### src/rtl/alu_seq.sv
// Sequencer around an external combinational ALU: latches an op, drives the ALU
// from a 4x8 register file, and writes back the result and ADD/SUB flags.
module alu_seq (
  input  logic       clk,
  input  logic       rst,
  input  logic       op_valid,
  output logic       op_ready,
  input  logic [2:0] op_code,
  input  logic [1:0] op_rd,
  input  logic [1:0] op_ra,
  input  logic [1:0] op_rb,
  input  logic       ld_en,
  input  logic [1:0] ld_addr,
  input  logic [7:0] ld_data,
  output logic       alu_m,
  output logic [3:0] alu_s,
  output logic [7:0] alu_a,
  output logic [7:0] alu_b,
  input  logic [7:0] alu_t,
  input  logic       alu_cf,
  input  logic       alu_zf,
  output logic [7:0] result,
  output logic       cf,
  output logic       zf,
  output logic       done,
  output logic       err,
  input  logic [1:0] dbg_addr,
  output logic [7:0] dbg_data
);
  typedef enum logic [1:0] {IDLE, EXEC, DONE} state_e;
  typedef struct packed {
    logic [2:0] code;
    logic [1:0] rd;
  } op_t;

  state_e          state_q, state_d;
  logic            exec_cnt_q, exec_cnt_d;
  op_t             op_q;
  logic [3:0][7:0] rf_q;
  logic            m_q, dec_m;
  logic [3:0]      s_q, dec_s;
  logic [7:0]      a_q, b_q, res_q;
  logic            cf_q, zf_q;
  logic            accept, wb, legal, arith;

  assign op_ready = (state_q == IDLE) && !rst;
  assign accept   = op_valid && op_ready;
  assign legal    = !(op_q.code[2] && op_q.code[1]);
  assign arith    = (op_q.code == 3'b010) || (op_q.code == 3'b011);
  // EXEC spans two cycles; writeback happens when leaving its second cycle
  assign wb       = (state_q == EXEC) && exec_cnt_q;

  always_comb begin
    state_d    = state_q;
    exec_cnt_d = 1'b0;
    case (state_q)
      IDLE: if (accept) state_d = EXEC;
      EXEC: if (exec_cnt_q) state_d = DONE;
            else exec_cnt_d = 1'b1;
      DONE: state_d = IDLE;
      default: state_d = IDLE;
    endcase
  end

  always_comb begin
    {dec_m, dec_s} = 5'b0_0000;
    case (op_code)
      3'b000: {dec_m, dec_s} = 5'b0_1100;
      3'b001: {dec_m, dec_s} = 5'b0_1010;
      3'b010: {dec_m, dec_s} = 5'b1_1001;
      3'b011: {dec_m, dec_s} = 5'b1_0110;
      3'b100: {dec_m, dec_s} = 5'b1_1011;
      3'b101: {dec_m, dec_s} = 5'b1_0101;
      default: {dec_m, dec_s} = 5'b0_0000;
    endcase
  end

  always_ff @(posedge clk or posedge rst) begin
    if (rst) begin
      state_q    <= IDLE;
      exec_cnt_q <= 1'b0;
    end else begin
      state_q    <= state_d;
      exec_cnt_q <= exec_cnt_d;
    end
  end

  // ALU drive: operands sampled from pre-edge rf, no load forwarding
  always_ff @(posedge clk or posedge rst) begin
    if (rst) begin
      op_q <= '0;
      m_q  <= 1'b0;
      s_q  <= 4'b0000;
      a_q  <= '0;
      b_q  <= '0;
    end else if (accept) begin
      op_q <= '{code: op_code, rd: op_rd};
      m_q  <= dec_m;
      s_q  <= dec_s;
      a_q  <= rf_q[op_ra];
      b_q  <= rf_q[op_rb];
    end else if (state_q == DONE) begin
      m_q  <= 1'b0;
      s_q  <= 4'b0000;
      a_q  <= '0;
      b_q  <= '0;
    end
  end

  // Writeback is ordered after the load so it wins a same-register collision
  always_ff @(posedge clk or posedge rst) begin
    if (rst) begin
      rf_q  <= '0;
      res_q <= '0;
      cf_q  <= 1'b0;
      zf_q  <= 1'b0;
    end else begin
      if (ld_en) rf_q[ld_addr] <= ld_data;
      if (wb && legal) begin
        rf_q[op_q.rd] <= alu_t;
        res_q         <= alu_t;
        if (arith) begin
          cf_q <= alu_cf;
          zf_q <= alu_zf;
        end
      end
    end
  end

  assign alu_m    = m_q;
  assign alu_s    = s_q;
  assign alu_a    = a_q;
  assign alu_b    = b_q;
  assign result   = res_q;
  assign cf       = cf_q;
  assign zf       = zf_q;
  assign done     = (state_q == DONE) && legal;
  assign err      = (state_q == DONE) && !legal;
  assign dbg_data = rf_q[dbg_addr];
endmodule

### config.mk
export PLATFORM = sky130hd
export DESIGN_NAME = alu_seq
export DESIGN_NICKNAME = d
export VERILOG_FILES = /design/src/rtl/alu_seq.sv
export SDC_FILE = /design/constraint.sdc
export NUM_CORES = 1
export LEC_CHECK = 0
export ABC_AREA = 1
export BUFFER_PORTS_ARGS = -buffer_cell sky130_fd_sc_hd__buf_2
export CORE_ASPECT_RATIO = 1.25
export CORE_UTILIZATION = 55
export DETAILED_ROUTE_END_ITERATION = 6
export PLACE_DENSITY = 0.85
export SYNTH_ARGS = -nofsm -noshare
export SYNTH_HDL_FRONTEND = slang
export SYNTH_SLANG_ARGS = --single-unit
### constraint.sdc
create_clock -name clk -period 2.9 [get_ports clk]
set_clock_uncertainty 0.1 [all_clocks]
set_input_delay 0.29 -clock clk [delete_from_list [all_inputs] [get_ports clk]]
set_output_delay 0.29 -clock clk [all_outputs]
set_load 0.02 [all_outputs]
==> impl_metrics.json, run 1 <==
{
  "clk_latency_ps": 350,
  "fmax_mhz": 476,
  "worstHoldStart": "alu_zf",
  "yosysUniqueCellTypes": 19,
  "drcViolationCount": 0,
  "power_frac_seq": 0.408,
  "cts_root_buf": "clkbuf_8",
  "min_path_cells": 3,
  "port-buffer-count": 76,
  "synth-seq-cells": 70,
  "r2r_cells": 6,
  "gr-total-overflow": 0,
  "maxCapViolations": 0,
  "synth-edff-count": 0,
  "ant_nets": 0,
  "sw_frac_of_total": 0.441,
  "p_comb_frac": 0.396,
  "synth_top_area_frac": 0.425,
  "syn_to_final_growth_pct": 14.0,
  "num_io_pins": 77,
  "p_leak_uw": 0.00259,
  "die_w_um": 79.4,
  "synth-seq-area-share": 0.425,
  "synth.area.top_cells": "dfrtp_1, nand2_1, nand3_1, nand4_1, o21ai_0",
  "diodes": 0,
  "wl_per_cell_um": 14.6,
  "cts_hold_buffers": 0,
  "wl_met1_mm": 4.59,
  "period_minus_slack_ps": 2100,
  "fin_hold_ws_ps": 51.2,
  "post_cts_resized": 0,
  "r2r-start": "state_q[1]$_DFFE_PP0P_",
  "num_vias": 4283,
  "grt_usage": 0.305,
  "die-area_mm2": 0.00784,
  "finalNetCount": 694,
  "outcome": "finished clean",
  "irDropWorstVdd_v": 0.000584,
  "wirelength_mm": 11.0,
  "cp-start-kind": "flip-flop",
  "crit_chain": "inv_1 -> nand2_1 -> nor2_1 -> buf_2",
  "syn-num-nets": 635,
  "netlist_top_cells_count": "nand2_1, nand3_1, dfrtp_1",
  "highest_layer": "met4",
  "cts_tree": "built",
  "intPower_uw": 2460,
  "yosysWarningCount": 0,
  "cp-startpoint": "state_q[0]$_DFFE_PP0P_",
  "grt_pass1_wl_mm": 18.7,
  "crit_path_max_fanout": 23,
  "die_y_um": 98.7,
  "synth_area_per_cell_um2": 6.90,
  "gp_congestion": 0.884,
  "synthArstFlopShare": 1.00,
  "dr.pass1.iters": 5,
  "worstMarginPinSlew_ps": 860,
  "post_cts_buffers": 0,
  "start_util": 0.580,
  "grt_max_degree": 71,
  "worstPathRequired_ps": 2510,
  "grt_pass1_vias": 3901,
  "cts_buffers": 9,
  "crit_type": "reg2out",
  "drt_iter0_drc": 416,
  "slowest_stage": "nand2_1",
  "critPathArrivalTime_ps": 1710,
  "met3_length_um": 951,
  "cts.sinks": 70,
  "critPathCaptureType": "output port",
  "synthesis.area_mm2": 0.00412,
  "power.switching_uw": 1940,
  "drive_gt1_frac": 0.165,
  "relSlewSlack": 0.427,
  "yosys.area.top_type": "dfrtp_1",
  "clkTransAtPathRegs_ps": 80,
  "num_rows": 34,
  "grt_antenna_before_repair": 0,
  "dp_hpwl_mm": 8.20,
  "critPathMaxStageDelay_ps": 430,
  "period_share": 0.724,
  "synth_most_common_cell": "nand2_1",
  "core-area_mm2": 0.00710,
  "setup_viol": 0,
  "hold_violations": 0,
  "synth_flop_cell": "dfrtp_1",
  "drv_slew": 0,
  "rsz0062_at_grt": "no",
  "finalPower_uw": 4400,
  "tns_ps": 0,
  "wl_met2_mm": 5.17,
  "clkPwrFrac": 0.196,
  "synthCells": 597,
  "clock_path_buffers": 2,
  "viasPerCell": 5.70,
  "min_path_type": "in2reg",
  "h-tree-depth": 3,
  "power_density_mw_per_mm2": 938
}
[power by group through the flow]
stage               clock network [µW]  registers (µW)  logic [µW]
floorplan                            0            1920        1040
global placement                     0            1770        1690
detailed placement                   0            1800        1740
CTS                                867            1780        1750
global route                       910            1840        1970
finish                             862            1800        1750
[critical path: cells and delay by family (launching register included)]
kind | cells | cell delay [ps]
simple gates | 2 | 670
flops | 1 | 410
buf+inv | 2 | 270
[kinds of logic after synthesis]
logic type	after synthesis	share of synthesized area
AOI/OAI and AO/OA	39	0.0498
adders and majority gates	3	0.00912
buffers and inverters	56	0.0593
DFF	70	0.425
and+or+nand+nor	429	0.456
[per-stage QoR]
step	util	area [µm²]	instances	setup slack, ps
5_1_grt	0.661	4700	751	603
2_1_floorplan	-	4120	597	57.3
4_1_cts	0.661	4700	751	798
3_3_place_gp	0.631	4480	735	1080
6_report	0.661	4700	751	799
3_5_place_dp	0.631	4480	735	973
[metal layers]
metal,up-vias,global-route usage
li1,2098,-
met1,1904,0.420
met2,254,0.481
met3,27,0.0500
met4,0,0.117
met5,-,0
[state kept, by name (all words and copies together) (netlist names)]
| register | cells |
|---|---|
| cf | 1 |
| alu_b | 8 |
| rf_q | 32 |
| state_q | 2 |
| op_q | 4 |
| alu_a | 8 |
| alu_m | 1 |
| alu_s | 4 |
| exec_cnt_q | 1 |
| zf | 1 |
| result | 8 |
[path summary, 6_finish.rpt]
check / slack, ps / to
setup / recovery: 800 / err
hold / removal: 50 / zf$_DFFE_PP0P_
setup reg to reg: 920 / rf_q[30]$_DFF_PP0_
hold reg to reg: 410 / alu_s[2]$_DFFE_PP0P_
max in group asynchronous: 1980 / rf_q[4]$_DFF_PP0_
min in group asynchronous: 160 / exec_cnt_q$_DFF_PP0_
[cell type report]
class                           count  area [µm²]
Clock buffer                        9         124
Clock inverter                      7        88.8
Fill cell                         624        2410
Inverter                           25        93.8
Multi-Input combinational cell    471        2120
Sequential cell                    70        1750
Tap cell                           90         113
Timing Repair Buffer               79         403
[layout by cell type, fill, tap and decap left out, drive strengths merged, types with 8 or more instances in the layout]
cell type and n:
nand4 33, nand3 110, nor2 26, dfrtp 70, o21ai 31, nand2 259
o22ai 8, inv 25, clkbuf 9, buf 79
No activity file was read; power rests on OpenSTA's default activity.
==> run 2, diff against run 1 <==
Settings changed: ABC_AREA 1 to 0, PLACE_DENSITY 0.85 to 0.86.
Clock period 2.9 ns to 2.04 ns, I/O delays scaled along.
==> run 2 against run 1 <==
Cell count down 44%. Sequential power increased by 42%. Core utilization rose by 1.8 points. Critical endpoint is now dbg_data[2].
==> impl_metrics.json, run 2 <==
{
  "met3_length_um": 327,
  "period_minus_slack_ps": 1720,
  "synth_most_common_cell": "mux2_2",
  "critPathArrivalTime_ps": 1420,
  "synth_flop_cell": "dfrtp_1",
  "power_density_mw_per_mm2": 1400,
  "p_leak_uw": 0.00202,
  "cts_root_buf": "clkbuf_8",
  "drt_iter0_drc": 95,
  "worstMarginPinSlew_ps": 504,
  "wl_met1_mm": 3.39,
  "start_util": 0.570,
  "setup_viol": 0,
  "fmax_mhz": 582,
  "regMostFlops": "rf_q",
  "post_cts_resized": 0,
  "period_share": 0.843,
  "wirelength_mm": 8.19,
  "gp_congestion": 0.806,
  "cts_buffers": 9,
  "die-area_mm2": 0.00719,
  "h-tree-depth": 3,
  "synthArstFlopShare": 1.00,
  "yosysUniqueCellTypes": 33,
  "synth-seq-area-share": 0.465,
  "tns_ps": 0,
  "crit_path_max_fanout": 4,
  "clkTransAtPathRegs_ps": 70,
  "grt_pass1_wl_mm": 13.2,
  "worstPathRequired_ps": 1740,
  "drive_gt1_frac": 0.640,
  "finalNetCount": 366,
  "grt_antenna_before_repair": 0,
  "r2r_cells": 4,
  "cts.sinks": 70,
  "hold_violations": 0,
  "highest_layer": "met4",
  "cts_tree": "built",
  "synthCells": 243,
  "dr.pass1.iters": 4,
  "outcome": "finished clean",
  "min_to": "op_q[0]$_DFFE_PP0P_",
  "reg2reg_slack_ps": 330,
  "dp_hpwl_mm": 5.74,
  "r2r-start": "state_q[1]$_DFFE_PP0P_",
  "placed_cells": 400,
  "num_vias": 2484,
  "wl_met2_mm": 4.21,
  "synthesis.area_mm2": 0.00377,
  "synth-edff-count": 0,
  "slowest_stage": "mux4_2",
  "netlist_top_cells_count": "mux2_2, dfrtp_1, mux4_2",
  "maxCapViolations": 0,
  "num_rows": 33,
  "yosysWarningCount": 0,
  "min_path_type": "in2reg",
  "critPathMaxStageDelay_ps": 490,
  "yosys.area.top_type": "dfrtp_1",
  "rsz0062_at_grt": "no",
  "viasPerCell": 5.91,
  "relSlewSlack": 0.663,
  "die_y_um": 94.5,
  "fill_cells": 472,
  "grt_usage": 0.248,
  "instances_no_fill": 420,
  "grt_max_degree": 32,
  "reg2reg_to": "rf_q[11]$_DFF_PP0_",
  "clock_path_buffers": 2,
  "drcViolationCount": 0,
  "die_w_um": 76.0,
  "crit_chain": "mux4_2 -> buf_2",
  "min_path_cells": 2,
  "synth_top_area_frac": 0.465,
  "final_common_cell": "mux2_2",
  "port-buffer-count": 76,
  "syn_to_final_growth_pct": 19.1,
  "worst-path-buf-inv": 1,
  "gr-total-overflow": 0,
  "worstHoldStart": "op_rd[0]",
  "core-area_mm2": 0.00661,
  "largest_reg_flops": 32,
  "cp-start-kind": "flip-flop",
  "diodes": 0,
  "multiInputGateArea_mm2": 0.00194,
  "seqCellArea_mm2": 0.00175,
  "synth.area.top_cells": "dfrtp_1, mux2_2, mux4_2, a22o_1, nand4b_4",
  "grt_pass1_vias": 2568,
  "synth-seq-cells": 70,
  "clk_latency_ps": 340,
  "critPathCaptureType": "output port",
  "ant_nets": 0,
  "drv_slew": 0,
  "mostFrequentLayoutCells": "mux2_2, buf_2, dfrtp_1",
  "critPathTopFamily": "multiplexers",
  "crit_type": "reg2out",
  "synth_area_per_cell_um2": 15.5,
  "irDropWorstVdd_v": 0.000745,
  "num_io_pins": 77,
  "syn-num-nets": 281,
  "wl_per_cell_um": 19.5
}
## run 2: cell types whose count changed in the layout (fill, tap and decap cells not counted), moves of 6 or more
cell / delta
mux4_2: +24
nand2_1: -256
nor2_1: -19
inv_2: -6
o22ai_1: -8
o21ai_0: -29
mux2_2: +79
nand3_1: -108
inv_1: -16
a22o_1: +21
nand4_1: -33
## run 2: final cells by class
| class | count | area share |
|---|---|---|
| clock inverters | 3 | 0.00390 |
| flip-flops and latches | 70 | 0.390 |
| multi-input cells | 157 | 0.433 |
| well taps | 87 | 0.0243 |
| clock buffers | 13 | 0.0376 |
| repair buffers | 86 | 0.106 |
| inverters | 4 | 0.00418 |
## run 2: logic make-up (layout without fill, tap and decap cells)
| family | after synthesis | after routing | share of synthesized area |
|---|---|---|---|
| multiplexers | 103 | 103 | 0.379 |
| XOR/XNOR | 2 | 2 | 0.00465 |
| buffers and inverters | 16 | 106 | 0.0193 |
| AND/OR/NAND/NOR | 23 | 23 | 0.0644 |
| AO/OA/AOI/OAI | 26 | 26 | 0.0574 |
| adder cells (fa/ha/maj) | 3 | 3 | 0.00996 |
| flip-flops | 70 | 70 | 0.465 |
## run 2: power breakdown
group          switching (µW)  internal [µW]
sequential                524           2040
combinational            1220           1480
clock                     505            537
## run 2: metrics by stage
stage	hold WS [ps]	util	setup WS (ps)	area (µm²)	power [µW]
global route	18.3	0.679	275	4490	6660
global placement	158	0.645	382	4260	5160
finish	21.8	0.679	320	4490	6300
CTS	11.0	0.679	312	4490	6340
detailed placement	172	0.645	337	4260	5290
floorplan	254	-	470	3770	4500
## run 2: per-layer routing
metal,GRT usage,up-vias
li1,-,1116
met4,0.135,0
met5,0,-
met1,0.294,1273
met3,0.0415,19
met2,0.435,76
## run 2: repair_timing
item,4_1_cts,5_1_grt
hold endpoints to repair,19,0
hold buffers,4,0
setup buffers,0,0
## run 2: worst max path at each step
stage / cells after the start / slack (ps) / from / to
after global routing: 3 / 270 / state_q[1]$_DFFE_PP0P_ / alu_s[2]$_DFFE_PP0P_
final: 2 / 320 / rf_q[26]$_DFF_PP0_ / dbg_data[2]
after CTS: 2 / 310 / rf_q[26]$_DFF_PP0_ / dbg_data[2]
after detailed placement: 4 / 340 / ld_en / rf_q[6]$_DFF_PP0_
after floorplan: 3 / 470 / state_q[1]$_DFFE_PP0P_ / op_q[1]$_DFFE_PP0P_
after global placement: 4 / 380 / ld_addr[1] / rf_q[3]$_DFF_PP0_
==> run 3, diff against run 2 <==
Clock period 2.04 ns to 1.6 ns, I/O delays scaled along.
==> run 3 against run 2 <==
The flow now finishes with violations (setup timing). Combinational power grew 80%. Via count grew 14%. Count of clock-buffer cells in the layout stayed put. Sequential power is 23% higher. Largest cell class unchanged. Global-route usage grew 5.1 points. Critical endpoint unchanged. Core utilization rose by 8.8 points.
==> impl_metrics.json, run 3 (synthesis gave the netlist of run 2 again) <==
{
  "gp_congestion": 0.781,
  "instances_no_fill": 469,
  "crit_chain": "mux4_2 -> buf_6",
  "rsz0062_at_grt": "yes",
  "diodes": 0,
  "grt_pass1_vias": 3022,
  "grt_pass1_wl_mm": 15.6,
  "drive_gt1_frac": 0.681,
  "mostFrequentLayoutCells": "mux2_2, dfrtp_1, buf_2",
  "crit_path_max_fanout": 2,
  "cts_root_buf": "clkbuf_8",
  "cts.sinks": 70,
  "tns_ps": -602,
  "dp_slack_ps": -71.4,
  "critPathMaxStageDelay_ps": 500,
  "critPathTopFamily": "multiplexers",
  "fill_cells": 403,
  "cts_buffers": 9,
  "irDropWorstVdd_v": 0.00125,
  "die_y_um": 94.5,
  "hold_violations": 0,
  "placed_cells": 406,
  "grt_max_degree": 47,
  "dr.pass1.iters": 4,
  "grt_usage": 0.299,
  "worst-path-buf-inv": 1,
  "p_leak_uw": 0.00232,
  "finalNetCount": 415,
  "cp-start-kind": "flip-flop",
  "worstPathRequired_ps": 1340,
  "start_util": 0.570,
  "core-area_mm2": 0.00661,
  "regMostFlops": "rf_q",
  "largest_reg_flops": 32,
  "clock_path_buffers": 2,
  "drv_slew": 0,
  "outcome": "finished, violations left",
  "clkTransAtPathRegs_ps": 80,
  "drcViolationCount": 0,
  "fin_ws_ps": -77.5,
  "gr-total-overflow": 0,
  "drt_iter0_drc": 139,
  "critPathArrivalTime_ps": 1420,
  "die_w_um": 76.0,
  "wirelength_mm": 10.0,
  "h-tree-depth": 3,
  "fmax_mhz": 596,
  "num_rows": 33,
  "clk_latency_ps": 350,
  "cts_tree": "built",
  "dp_hpwl_mm": 6.03,
  "period_minus_slack_ps": 1680,
  "failed_checks": "setup timing",
  "syn_to_final_growth_pct": 34.5,
  "die-area_mm2": 0.00719,
  "power_density_mw_per_mm2": 1890,
  "relSlewSlack": 0.728,
  "setup_viol": 11,
  "wl_per_cell_um": 21.4,
  "slowest_stage": "mux4_2",
  "viasPerCell": 6.02,
  "fin_hold_ws_ps": 29.9,
  "ant_nets": 0,
  "worstMarginPinSlew_ps": 407,
  "grt_antenna_before_repair": 0,
  "crit_type": "reg2out",
  "final_common_cell": "mux2_2",
  "num_io_pins": 77,
  "period_share": 1.05,
  "maxCapViolations": 0,
  "min_path_type": "in2reg",
  "port-buffer-count": 76,
  "num_vias": 2825,
  "critPathCaptureType": "output port"
}
-- run 3: cell types whose count changed in the layout (fill, tap and decap cells not counted), moves of 3 or more --
cell,delta
mux2_2,-3
mux2_4,+3
dlygate4sd3_1,+7
buf_2,-10
buf_6,+10
buf_12,+5
buf_4,+37
-- run 3: report_power, final --
group	leakage, µW	internal, µW	switching, µW
clock	0.000115	885	683
combinational	0.00136	2740	2110
sequential	0.000846	2600	558
-- run 3: timing repair --
action | in CTS | in global routing
hold endpoints to repair | 41 | 0
endpoints found under the setup margin | 29 | 41
gates resized for setup | 22 | 8
setup buffers | 29 | 7
hold buffers | 11 | 0
-- run 3: metrics by stage --
step | utilization | cell area [µm²] | total power (µW)
floorplan | - | 3770 | 5740
global placement | 0.661 | 4370 | 6780
detailed placement | 0.661 | 4370 | 6970
CTS | 0.755 | 4990 | 9270
global route | 0.767 | 5070 | 10000
finish | 0.767 | 5070 | 9570
-- run 3: worst reg2reg max path, stage by stage (launching register included) --
cell	delay, ps
dfrtp_1	400
buf_4	150
nor4b_4	320
buf_12	190
mux2_2	340
-- run 3: worst paths after layout --
path                                              from              endpoint  slack (ps)  depth (start not counted)
min in group asynchronous                          rst  alu_s[2]$_DFFE_PP0P_         290                          3
worst min-delay path                          alu_t[7]    rf_q[23]$_DFF_PP0_          30                          2
max in group asynchronous                          rst    rf_q[30]$_DFF_PP0_         550                          4
worst max-delay path                rf_q[18]$_DFF_PP0_           dbg_data[2]         -80                          2
worst max register to register  state_q[1]$_DFFE_PP0P_   op_q[1]$_DFFE_PP0P_         -10                          4
worst min register to register    exec_cnt_q$_DFF_PP0_  exec_cnt_q$_DFF_PP0_         360                          1
-- run 3: layout make-up --
type / instances / area (µm²) / share of cell area
inverter: 4 / 18.8 / 0.00370
clock inverter: 3 / 40.0 / 0.00790
sequential: 70 / 1750 / 0.346
tap: 87 / 109 / 0.0215
clock buffer: 13 / 179 / 0.0353
timing repair buffer: 135 / 988 / 0.195
multi-input combinational: 157 / 1980 / 0.391
-- run 3: layer usage --
metal | vias up | track usage | wire, µm | part of all wire
met3 | 19 | 0.0560 | 495 | 0.049
met4 | 0 | 0.188 | 244 | 0.024
li1 | 1219 | - | - | -
met2 | 109 | 0.523 | 5300 | 0.53
met1 | 1478 | 0.342 | 4000 | 0.40
met5 | - | 0 | 0 | 0
